$ cat src/rtl/eth_pkg.sv
`default_nettype none
// ============================================================================
// Module : eth_pkg
// Shared Ethernet receive constants, FSM encoding and byte-wide CRC-32 step.
// Rev    : 1.0
// ============================================================================
package eth_pkg;

  localparam logic [7:0]  c_SFD         = 8'hD5;
  localparam logic [31:0] c_CRC_POLY    = 32'h04C11DB7;
  localparam logic [31:0] c_CRC_INIT    = 32'hFFFFFFFF;
  localparam logic [31:0] c_CRC_RESIDUE = 32'hDEBB20E3;
  localparam int          c_MIN_LEN     = 64;
  localparam int          c_MAX_LEN     = 1518;

  typedef enum logic [2:0] {
    ST_IDLE     = 3'd0,
    ST_PREAMBLE = 3'd1,
    ST_DATA     = 3'd2,
    ST_DROP     = 3'd3,
    ST_END      = 3'd4
  } rx_state_t;

  // Ethernet bit order is LSB first, so the register runs in reflected form.
  function automatic logic [31:0] crc32_byte(input logic [31:0] crcIn,
                                             input logic [7:0]  data);
    logic [31:0] w_reg;
    logic [31:0] w_polyRefl;
    for (int i = 0; i < 32; i++) w_polyRefl[i] = c_CRC_POLY[31-i];
    w_reg = crcIn ^ {24'd0, data};
    for (int i = 0; i < 8; i++)
      w_reg = w_reg[0] ? ((w_reg >> 1) ^ w_polyRefl) : (w_reg >> 1);
    return w_reg;
  endfunction

endpackage
`default_nettype wire

$ cat src/rtl/eth_crc_gen.sv
`default_nettype none
// ============================================================================
// Module : eth_crc_gen
// Byte-wide CRC-32 accumulator; held at the init value while Crc_Req is low.
// Rev    : 1.0
// ============================================================================
module eth_crc_gen
  import eth_pkg::*;
(
  input  logic        Clk,
  input  logic        Rst,
  input  logic        Crc_Req,
  input  logic        Byte_Stb,
  input  logic [7:0]  Byte_Data,
  output logic [31:0] Crc
);

  always_ff @(posedge Clk) begin
    if (!Rst || !Crc_Req)
      Crc <= c_CRC_INIT;
    else if (Byte_Stb)
      Crc <= crc32_byte(Crc, Byte_Data);
  end

endmodule
`default_nettype wire

$ cat src/rtl/eth_rx_stream.sv
`default_nettype none
// ============================================================================
// Module : eth_rx_stream
// RMII/MII receive front end: SFD hunt, byte assembly, byte stream, frame status.
// Rev    : 1.0
// ============================================================================
module eth_rx_stream
  import eth_pkg::*;
#(
  parameter int pDATA_WIDTH = 2,
  parameter int pSTRIP_FCS  = 1,
  parameter int pMIN_LEN    = c_MIN_LEN,
  parameter int pMAX_LEN    = c_MAX_LEN,
  parameter int pLEN_W      = 11
) (
  input  logic                   Clk,
  input  logic                   Rst,
  input  logic                   Crs_Dv,
  input  logic [pDATA_WIDTH-1:0] Rxd,
  output logic                   Rx_Valid,
  output logic [7:0]             Rx_Data,
  output logic                   Rx_Sof,
  output logic                   Frame_Done,
  output logic                   Frame_Good,
  output logic                   Crc_Err,
  output logic                   Align_Err,
  output logic                   Len_Err,
  output logic [pLEN_W-1:0]      Frame_Len
);

  localparam logic [1:0]        c_LAST_BEAT = 2'(8 / pDATA_WIDTH - 1);
  localparam logic [pLEN_W-1:0] c_MIN       = pLEN_W'(pMIN_LEN);
  localparam logic [pLEN_W-1:0] c_MAX       = pLEN_W'(pMAX_LEN);
  localparam logic [pLEN_W-1:0] c_MAX_P1    = pLEN_W'(pMAX_LEN + 1);

  rx_state_t         r_state, w_nextState;
  logic              r_armed;
  logic [7:0]        r_shift, w_shiftNext;
  logic [1:0]        r_bitCnt;
  logic [pLEN_W-1:0] r_byteCnt, w_cntNext;
  logic              w_inFrame, w_byteDone, w_overMax, w_lenErr;
  logic              r_crcStb;
  logic [7:0]        r_crcByte;
  logic [31:0]       w_crc;
  logic              r_sofPend, r_alignErr, r_crcErr, r_endWait;
  logic              w_outValid;
  logic [7:0]        w_outByte;

  assign w_shiftNext = {Rxd, r_shift[7:pDATA_WIDTH]};
  assign w_inFrame   = (r_state == ST_DATA) || (r_state == ST_DROP);
  assign w_byteDone  = w_inFrame && Crs_Dv && (r_bitCnt == c_LAST_BEAT);
  assign w_cntNext   = (r_byteCnt == '1) ? r_byteCnt : r_byteCnt + 1'b1;
  assign w_overMax   = w_byteDone && (r_state == ST_DATA) && (w_cntNext == c_MAX_P1);
  assign w_lenErr    = (r_byteCnt < c_MIN) || (r_byteCnt > c_MAX);

  if (pSTRIP_FCS != 0) begin : g_strip
    // Four-byte delay line: a byte leaves only once four later bytes exist,
    // so the trailing FCS never reaches the output.
    logic [31:0] r_dly;
    always_ff @(posedge Clk) begin
      if (!Rst)
        r_dly <= '0;
      else if (w_byteDone)
        r_dly <= {r_dly[23:0], w_shiftNext};
    end
    assign w_outValid = w_byteDone && (r_state == ST_DATA) && !w_overMax &&
                        (r_byteCnt >= pLEN_W'(4));
    assign w_outByte  = r_dly[31:24];
  end else begin : g_pass
    assign w_outValid = w_byteDone && (r_state == ST_DATA) && !w_overMax;
    assign w_outByte  = w_shiftNext;
  end

  always_ff @(posedge Clk) begin
    if (!Rst)
      r_state <= ST_IDLE;
    else
      r_state <= w_nextState;
  end

  always_comb begin
    w_nextState = r_state;
    case (r_state)
      ST_IDLE:     if (r_armed && Crs_Dv) w_nextState = ST_PREAMBLE;
      ST_PREAMBLE: begin
        if (!Crs_Dv)                    w_nextState = ST_IDLE;
        else if (w_shiftNext == c_SFD)  w_nextState = ST_DATA;
      end
      ST_DATA: begin
        if (!Crs_Dv)                    w_nextState = ST_END;
        else if (w_overMax)             w_nextState = ST_DROP;
      end
      ST_DROP:     if (!Crs_Dv) w_nextState = ST_END;
      ST_END:      if (r_endWait) w_nextState = ST_IDLE;
      default:     w_nextState = ST_IDLE;
    endcase
  end

  always_ff @(posedge Clk) begin
    if (!Rst) begin
      r_armed    <= 1'b0;
      r_shift    <= '0;
      r_bitCnt   <= '0;
      r_byteCnt  <= '0;
      r_crcStb   <= 1'b0;
      r_crcByte  <= '0;
      r_sofPend  <= 1'b0;
      r_alignErr <= 1'b0;
      r_crcErr   <= 1'b0;
      r_endWait  <= 1'b0;
      Rx_Valid   <= 1'b0;
      Rx_Data    <= '0;
      Rx_Sof     <= 1'b0;
      Frame_Done <= 1'b0;
      Frame_Good <= 1'b0;
      Crc_Err    <= 1'b0;
      Align_Err  <= 1'b0;
      Len_Err    <= 1'b0;
      Frame_Len  <= '0;
    end else begin
      Rx_Valid   <= w_outValid;
      Rx_Data    <= w_outValid ? w_outByte : 8'h00;
      Rx_Sof     <= w_outValid && r_sofPend;
      if (w_outValid) r_sofPend <= 1'b0;
      r_crcStb   <= w_byteDone;
      if (w_byteDone) r_crcByte <= w_shiftNext;
      Frame_Done <= 1'b0;
      Frame_Good <= 1'b0;
      Crc_Err    <= 1'b0;
      Align_Err  <= 1'b0;
      Len_Err    <= 1'b0;
      Frame_Len  <= '0;

      case (r_state)
        ST_IDLE: begin
          r_endWait <= 1'b0;
          r_shift   <= Crs_Dv ? w_shiftNext : 8'h00;
          if (!Crs_Dv) r_armed <= 1'b1;
        end
        ST_PREAMBLE: begin
          if (Crs_Dv) begin
            r_shift <= w_shiftNext;
            if (w_shiftNext == c_SFD) begin
              r_bitCnt   <= '0;
              r_byteCnt  <= '0;
              r_sofPend  <= 1'b1;
              r_alignErr <= 1'b0;
            end
          end
        end
        ST_DATA, ST_DROP: begin
          r_endWait <= 1'b0;
          if (Crs_Dv) begin
            r_shift  <= w_shiftNext;
            r_bitCnt <= (r_bitCnt == c_LAST_BEAT) ? 2'd0 : r_bitCnt + 2'd1;
            if (w_byteDone) r_byteCnt <= w_cntNext;
          end else if (r_state == ST_DATA) begin
            r_alignErr <= (r_bitCnt != 2'd0);
          end
        end
        ST_END: begin
          // First END cycle samples the CRC after its last update; second reports.
          r_endWait <= 1'b1;
          if (!r_endWait) begin
            r_crcErr <= (w_crc != c_CRC_RESIDUE);
          end else begin
            Frame_Done <= 1'b1;
            Crc_Err    <= r_crcErr;
            Align_Err  <= r_alignErr;
            Len_Err    <= w_lenErr;
            Frame_Good <= !(r_crcErr || r_alignErr || w_lenErr);
            Frame_Len  <= r_byteCnt;
          end
        end
        default: r_endWait <= 1'b0;
      endcase
    end
  end

  eth_crc_gen u_crc (
    .Clk       (Clk),
    .Rst       (Rst),
    .Crc_Req   (w_inFrame),
    .Byte_Stb  (r_crcStb),
    .Byte_Data (r_crcByte),
    .Crc       (w_crc)
  );

endmodule
`default_nettype wire

$ cat config.mk
export PLATFORM = sky130hd
export DESIGN_NAME = eth_rx_stream
export DESIGN_NICKNAME = d
export VERILOG_FILES = /design/src/rtl/eth_pkg.sv /design/src/rtl/eth_crc_gen.sv /design/src/rtl/eth_rx_stream.sv
export SDC_FILE = /design/constraint.sdc
export NUM_CORES = 1
export LEC_CHECK = 0
export ABC_AREA = 1
export BUFFER_PORTS_ARGS = -buffer_cell sky130_fd_sc_hd__buf_2
export CORE_UTILIZATION = 65
export CTS_CLUSTER_SIZE = 20
export DETAILED_ROUTE_END_ITERATION = 10
export GPL_ROUTABILITY_DRIVEN = 0
export PLACE_DENSITY = 0.84
export SLEW_MARGIN = 30
export SYNTH_ARGS = -nofsm -noshare
export SYNTH_HDL_FRONTEND = slang
export SYNTH_SLANG_ARGS = --single-unit
$ cat constraint.sdc
create_clock -name Clk -period 3 [get_ports Clk]
set_input_delay 0.15 -clock Clk [delete_from_list [all_inputs] [get_ports Clk]]
set_output_delay 0.15 -clock Clk [all_outputs]
set_load 0.02 [all_outputs]
## After elaboration in Yosys (flattened, before gate mapping)

Cells that the tools add are included.

- $add $sub $neg: 2
- Order comparisons: 3
- Eq/ne operators: 21
- Muxes and demuxes: 41
- Bitwise operators: 11
- Reduce and logical (&&, ||, !) cells: 33

Operator list:

| kind | number |
|---|---|
| $mux 32 | 8 |
| $not 13->14 | 8 |
| $mux 11 | 5 |
| $ne 32x32->1 const B | 1 |
| $xor 32x8->32 | 1 |
| $eq 11x11->1 const B | 2 |
| $pmux 11 s2 | 1 |
| $mux 3 | 7 |
| $ne 2x2->1 const B | 9 |
| $mux 8 | 2 |
| $pmux 8 s2 | 1 |
| $pmux 3 s5 | 1 |
| $reduce_and 5->1 | 3 |
| $add 11x1->11 const B | 1 |
| $ge 11x3->1 const B | 1 |
| $gt 11x11->1 const B | 1 |
| $lt 11x7->1 const B | 1 |
| $reduce_and 2->1 | 5 |
| $mux 1 | 9 |
| $eq 8x8->1 const B | 1 |
| $logic_and 1x1->1 | 8 |
| $mux 2 | 4 |
| $eq 3x2->1 const B | 2 |
| $ne 3x3->1 const B | 2 |
| 16 further kinds | 27 |

- Bits in registers: 128
- Output and inout port bits: 26
- Logic and storage cells: 133

## Longest topological paths before layout

- Depth after elaboration: 17
- Gate-level depth with buffers: 13
- Gate-level depth less buffers: 13

## Modules after synthesis

From an unflattened synthesis, not the netlist that was laid out.

- Cells, all modules: 796
- Area, all modules: 5738.0 um2

Modules (own cells, without submodules):

| module | times used | cells each | area an instance (um2) | sequential area each (um2) |
|---|---|---|---|---|
| eth_rx_stream | 1 | 448 | 3513.4 | 1721.7 |
| eth_crc_gen | 1 | 348 | 2224.6 | 640.6 |

## Worst setup path after synthesis

OpenSTA, ideal clock, no wires.

- Path kind: register to register
- Start: register r_byteCnt[0]
- End: register Rx_Data[0]
- Library setup time: 0.117 ns
- Arrival time: 1.474 ns
- Setup slack: 1.408 ns
- Cell stages (with the launch flop): 11
- Clock period less this slack: 1.592 ns
- Cells stage by stage: dfxtp_1 > ha_1 > nand2_2 > nor2_4 > nand3_4 > o21ai_2 > nand3_1 > nor2_2 > nand2_2 > nand3_2 > nor2_1

- Longest elaborated chain between the ends: 8
- Elaborated cells between the ends (all ways): 10
- Classes of those cells: add/sub (1); order compare (1); eq/ne (2); mux (1); reduce/logical (5)

Ends and longest elaborated chain:

| item | RTL line | text |
|---|---|---|
| start, declared | eth_rx_stream.sv:40 | `logic [pLEN_W-1:0] r_byteCnt, w_cntNext;` |
| start signal, assigned | eth_rx_stream.sv:156 | `if (w_byteDone) r_byteCnt <= w_cntNext;` |
| $add 11x1->11 or $eq 11x11->1 (tied branches) | eth_rx_stream.sv:52 | `assign w_cntNext = (r_byteCnt == '1) ? r_byteCnt : r_byteCnt + 1'b1;` |
| $mux 11 | eth_rx_stream.sv:52 |  |
| $eq 11x11->1 | eth_rx_stream.sv:53 | `assign w_overMax = w_byteDone && (r_state == ST_DATA) && (w_cntNext == c_MAX_P1);` |
| $logic_and 1x1->1 | eth_rx_stream.sv:53 |  |
| $logic_not 1->1 | eth_rx_stream.sv:66 | `assign w_outValid = w_byteDone && (r_state == ST_DATA) && !w_overMax &&` |
| $logic_and 1x1->1 | eth_rx_stream.sv:66 |  |
| $logic_and 1x1->1 (*) | eth_rx_stream.sv:66 |  |
| $reduce_and 2->1 (no source line) (*) | -- |  |
| end signal, assigned | eth_rx_stream.sv:122 | `Rx_Data <= w_outValid ? w_outByte : 8'h00;` |
| end, declared | eth_rx_stream.sv:21 | `output logic [7:0] Rx_Data,` |

Every way passes the cells marked *; elsewhere a longest branch is shown, timed or not.
A chain may end at the register's enable or synchronous reset.

## Worst setup path after layout

- Start: register r_state[2]
- End: register g_strip.r_dly[15]

- Longest elaborated chain between the ends: 4
- Elaborated cells between the ends (all ways): 5
- Classes of those cells: eq/ne (2); reduce/logical (3)

Ends and longest elaborated chain:

| item | RTL line | text |
|---|---|---|
| start, declared | eth_rx_stream.sv:36 | `rx_state_t r_state, w_nextState;` |
| start signal, assigned | eth_rx_stream.sv:78 | `r_state <= w_nextState;` |
| $eq 3x2->1 | eth_rx_stream.sv:50 | `assign w_inFrame = (r_state == ST_DATA) \|\| (r_state == ST_DROP);` |
| $logic_or 1x1->1 (*) | eth_rx_stream.sv:50 |  |
| $logic_and 1x1->1 (*) (2 in a row) | eth_rx_stream.sv:51 | `assign w_byteDone = w_inFrame && Crs_Dv && (r_bitCnt == c_LAST_BEAT);` |
| end signal, assigned | eth_rx_stream.sv:64 | `r_dly <= {r_dly[23:0], w_shiftNext};` |
| end, declared | eth_rx_stream.sv:59 | `logic [31:0] r_dly;` |

Marks and branches as above.

==> reports/metrics.yaml <==
start_util_pct: 68.4
final.setup.tns_ps: 0
final_util_pct: 78.2
dieArea_um2: 8620
cts_tree: "done"
max_freq_mhz: 447
drv_slew: 0
r2r_slack_ps: 760
p_total_mw: 3.71
tightest_slew_ps: 871
yosys-top-cells-area: "dfxtp_1 44%, nand2_1 7.8%, inv_1 5.9%"
arrival_ps: 2670
final.period_utilization_pct: 74.5
synthDominantCellAreaShare_pct: 44.0
ys_seq_elements: 118
power.switching_mw: 0.952
port_buffers: 30
vias_per_cell: 5.76
avgSynthCellArea_um2: 7.83
synth_most_common_cell: "dfxtp_1"
clk_pin_slew_ps: 60
synth-edff-count: 0
antenna_left: 0
endpoint_kind: "register"
clk-insertion-delay-late_ps: 520
diodes: 0
synth_nets: 693
r2r-start: "r_state[2]"
dpl.cell_count: 796
htreeDepth: 4
power_frac_comb_pct: 5.3
hold_viol_final: 0
synth_top_area_cell: "dfxtp_1"
grt_pass1_wl_um: 21300
grt_use_met1_pct: 41.1
finClkSkew_ps: 7.21
dpl.hpwl_um: 8290
cp.required_ps: 3430
rows: 32
root_buffer: "clkbuf_8"
yosysUniqueCellTypes: 41
cts_setup_buffers: 0
core_um2: 7850
p_int_mw: 2.76
yosysWarnings: 0
syn_area_um2: 5370
power.leakage_nw: 2.64
status: "finished, final reports clean"
critical_path.startpoint: "r_state[2]"
cts_buffers: 17
cp_max_fo: 41
peakVddDrop_mv: 0.453
critPathKind: "register to register"
clockPowerShare_pct: 51.5
grt_max_degree: 42
routedWlPerCell_um: 15.5
period_minus_slack_ps: 2240
cts_sinks: 118
drive_gt1_share_pct: 15.2
cts_buffer_depth: 2
synthFlopType: "dfxtp_1"
overflow: 0
synthCells: 685
die_h_um: 92.9
p_sw_share_pct: 25.6
setup_viol: 0
p_seq_share_pct: 43.2
use_met2_pct: 50.4
hp-class: "primary input to register"
drc: 0
busiest_layer: "met2"
cp-start-kind: "register"
async_flop_share_pct: 0
instances_no_fill: 830
antenna_found_initial: 0
routed_wl_um: 12800
maxCapViolations: 0
syn2layout_area_growth_pct: 14.4
first_pass_iters: 5
grt.met3_usage_pct: 7.80
nNetsFinal: 723
drt-initial-drc-count: 405
timing.rr.end: "g_strip.r_dly[15]"
relSlewSlack_pct: 41.9
io-pin-count: 31
ys_seq_area_share_pct: 44.0
grt_pass1_vias: 4549
dieWidth_um: 92.9
power_density_nw_per_um2: 605
grtUsageTotal_pct: 31.6
dr_total_vias: 4778
reg2reg_depth: 8
endpoint: "g_strip.r_dly[15]"
whs_ps: 24.7
synth_commonest_cells: "118 x dfxtp_1, 111 x nand2_1, 85 x inv_1, 63 x nor2_1, 54 x a21oi_1"
rsz0062_at_grt: "false"
## stage by stage
| step | area (µm²) | setup WS (ps) |
|---|---|---|
| after global placement | 5560 | 1060 |
| after floorplan | 5370 | 1410 |
| after global routing | 6140 | 564 |
| final | 6140 | 765 |
| after detailed placement | 5560 | 888 |
| after CTS | 6140 | 803 |
## critical path: stages (launching register included)
cell	delay (ps)
dfxtp_1	340
inv_1	180
nand2_2	150
nor2_1	200
nand2_1	120
buf_4	270
inv_1	520
nand2_1	160
a21oi_1	220
## routing by layer
layer | routed length, µm | share of wire [%] | vias to the layer above
li1 | - | - | 2280
met1 | 5470 | 43 | 2243
met2 | 6110 | 48 | 221
met3 | 990 | 7.7 | 34
met4 | 260 | 2.0 | 0
met5 | 0 | 0 | -
## worst min path at each step
stage	startpoint	end	slack (ps)	cells after the start
3_5_place_dp	g_strip.r_dly[28]	Rx_Data[4]	430	2
6_report	Crs_Dv	r_shift[4]	20	3
3_3_place_gp	g_strip.r_dly[26]	Rx_Data[2]	420	2
4_1_cts	Crs_Dv	r_shift[4]	9	3
5_1_grt	Crs_Dv	r_shift[4]	30	3
2_1_floorplan	Rxd[1]	g_strip.r_dly[7]	290	2
## registers in the layout, indices dropped and copies added (netlist names), 2 cells and up
register and flops:
u_crc.Crc 32, r_byteCnt 11, Frame_Len 11, Rx_Data 8
g_strip.r_dly 32, r_shift 6, r_state 3, r_bitCnt 2
## power by group through the flow
stage          logic, mW  clock network [mW]  registers [mW]
2_1_floorplan      0.144                   0            1.63
3_3_place_gp       0.178                   0            1.64
3_5_place_dp       0.186                   0            1.64
4_1_cts            0.191                1.91            1.60
5_1_grt            0.222                1.99            1.61
6_report           0.198                1.91            1.61
## cells by family after synthesis
kind of cell	count (synthesis)	synth area share (%)
and+or+nand+nor	246	20.6
DFF	118	44.0
buffers and inverters	120	8.79
xor gates and xnor gates	47	9.98
adders and majority gates	3	0.700
AOI/OAI and AO/OA	151	15.9
## layout make-up
class                           count  area [µm²]
Multi-Input combinational cell    447        2530
Sequential cell                   118        2360
Fill cell                         558        1710
Clock buffer                       17         414
Inverter                           95         357
Timing Repair Buffer               36         200
Clock inverter                     15         144
Tap cell                          102         128
## cells in the final DEF (no fill, tap or decap), types with 4 or more instances in the layout
cell type	n
buf_4	4
nand2_1	111
nand3_1	32
o22ai_1	6
inv_1	85
buf_2	30
dfxtp_1	118
xor2_1	35
o21ai_1	7
o211ai_1	20
nor4_1	4
nor2_2	4
a21oi_1	54
xnor2_4	4
nand4_1	10
nor2_1	62
o21ai_0	52
inv_6	5
nand2_2	7
inv_2	10
nor3_1	4
clkbuf_16	16
## repair_timing
| action | 4_1_cts | 5_1_grt |
|---|---|---|
| hold endpoints to repair | 4 | 0 |
| endpoints found under the setup margin | 0 | 0 |
| gates resized for setup | 0 | 0 |
| hold buffers | 2 | 0 |
(Power assumes the default switching activity.)
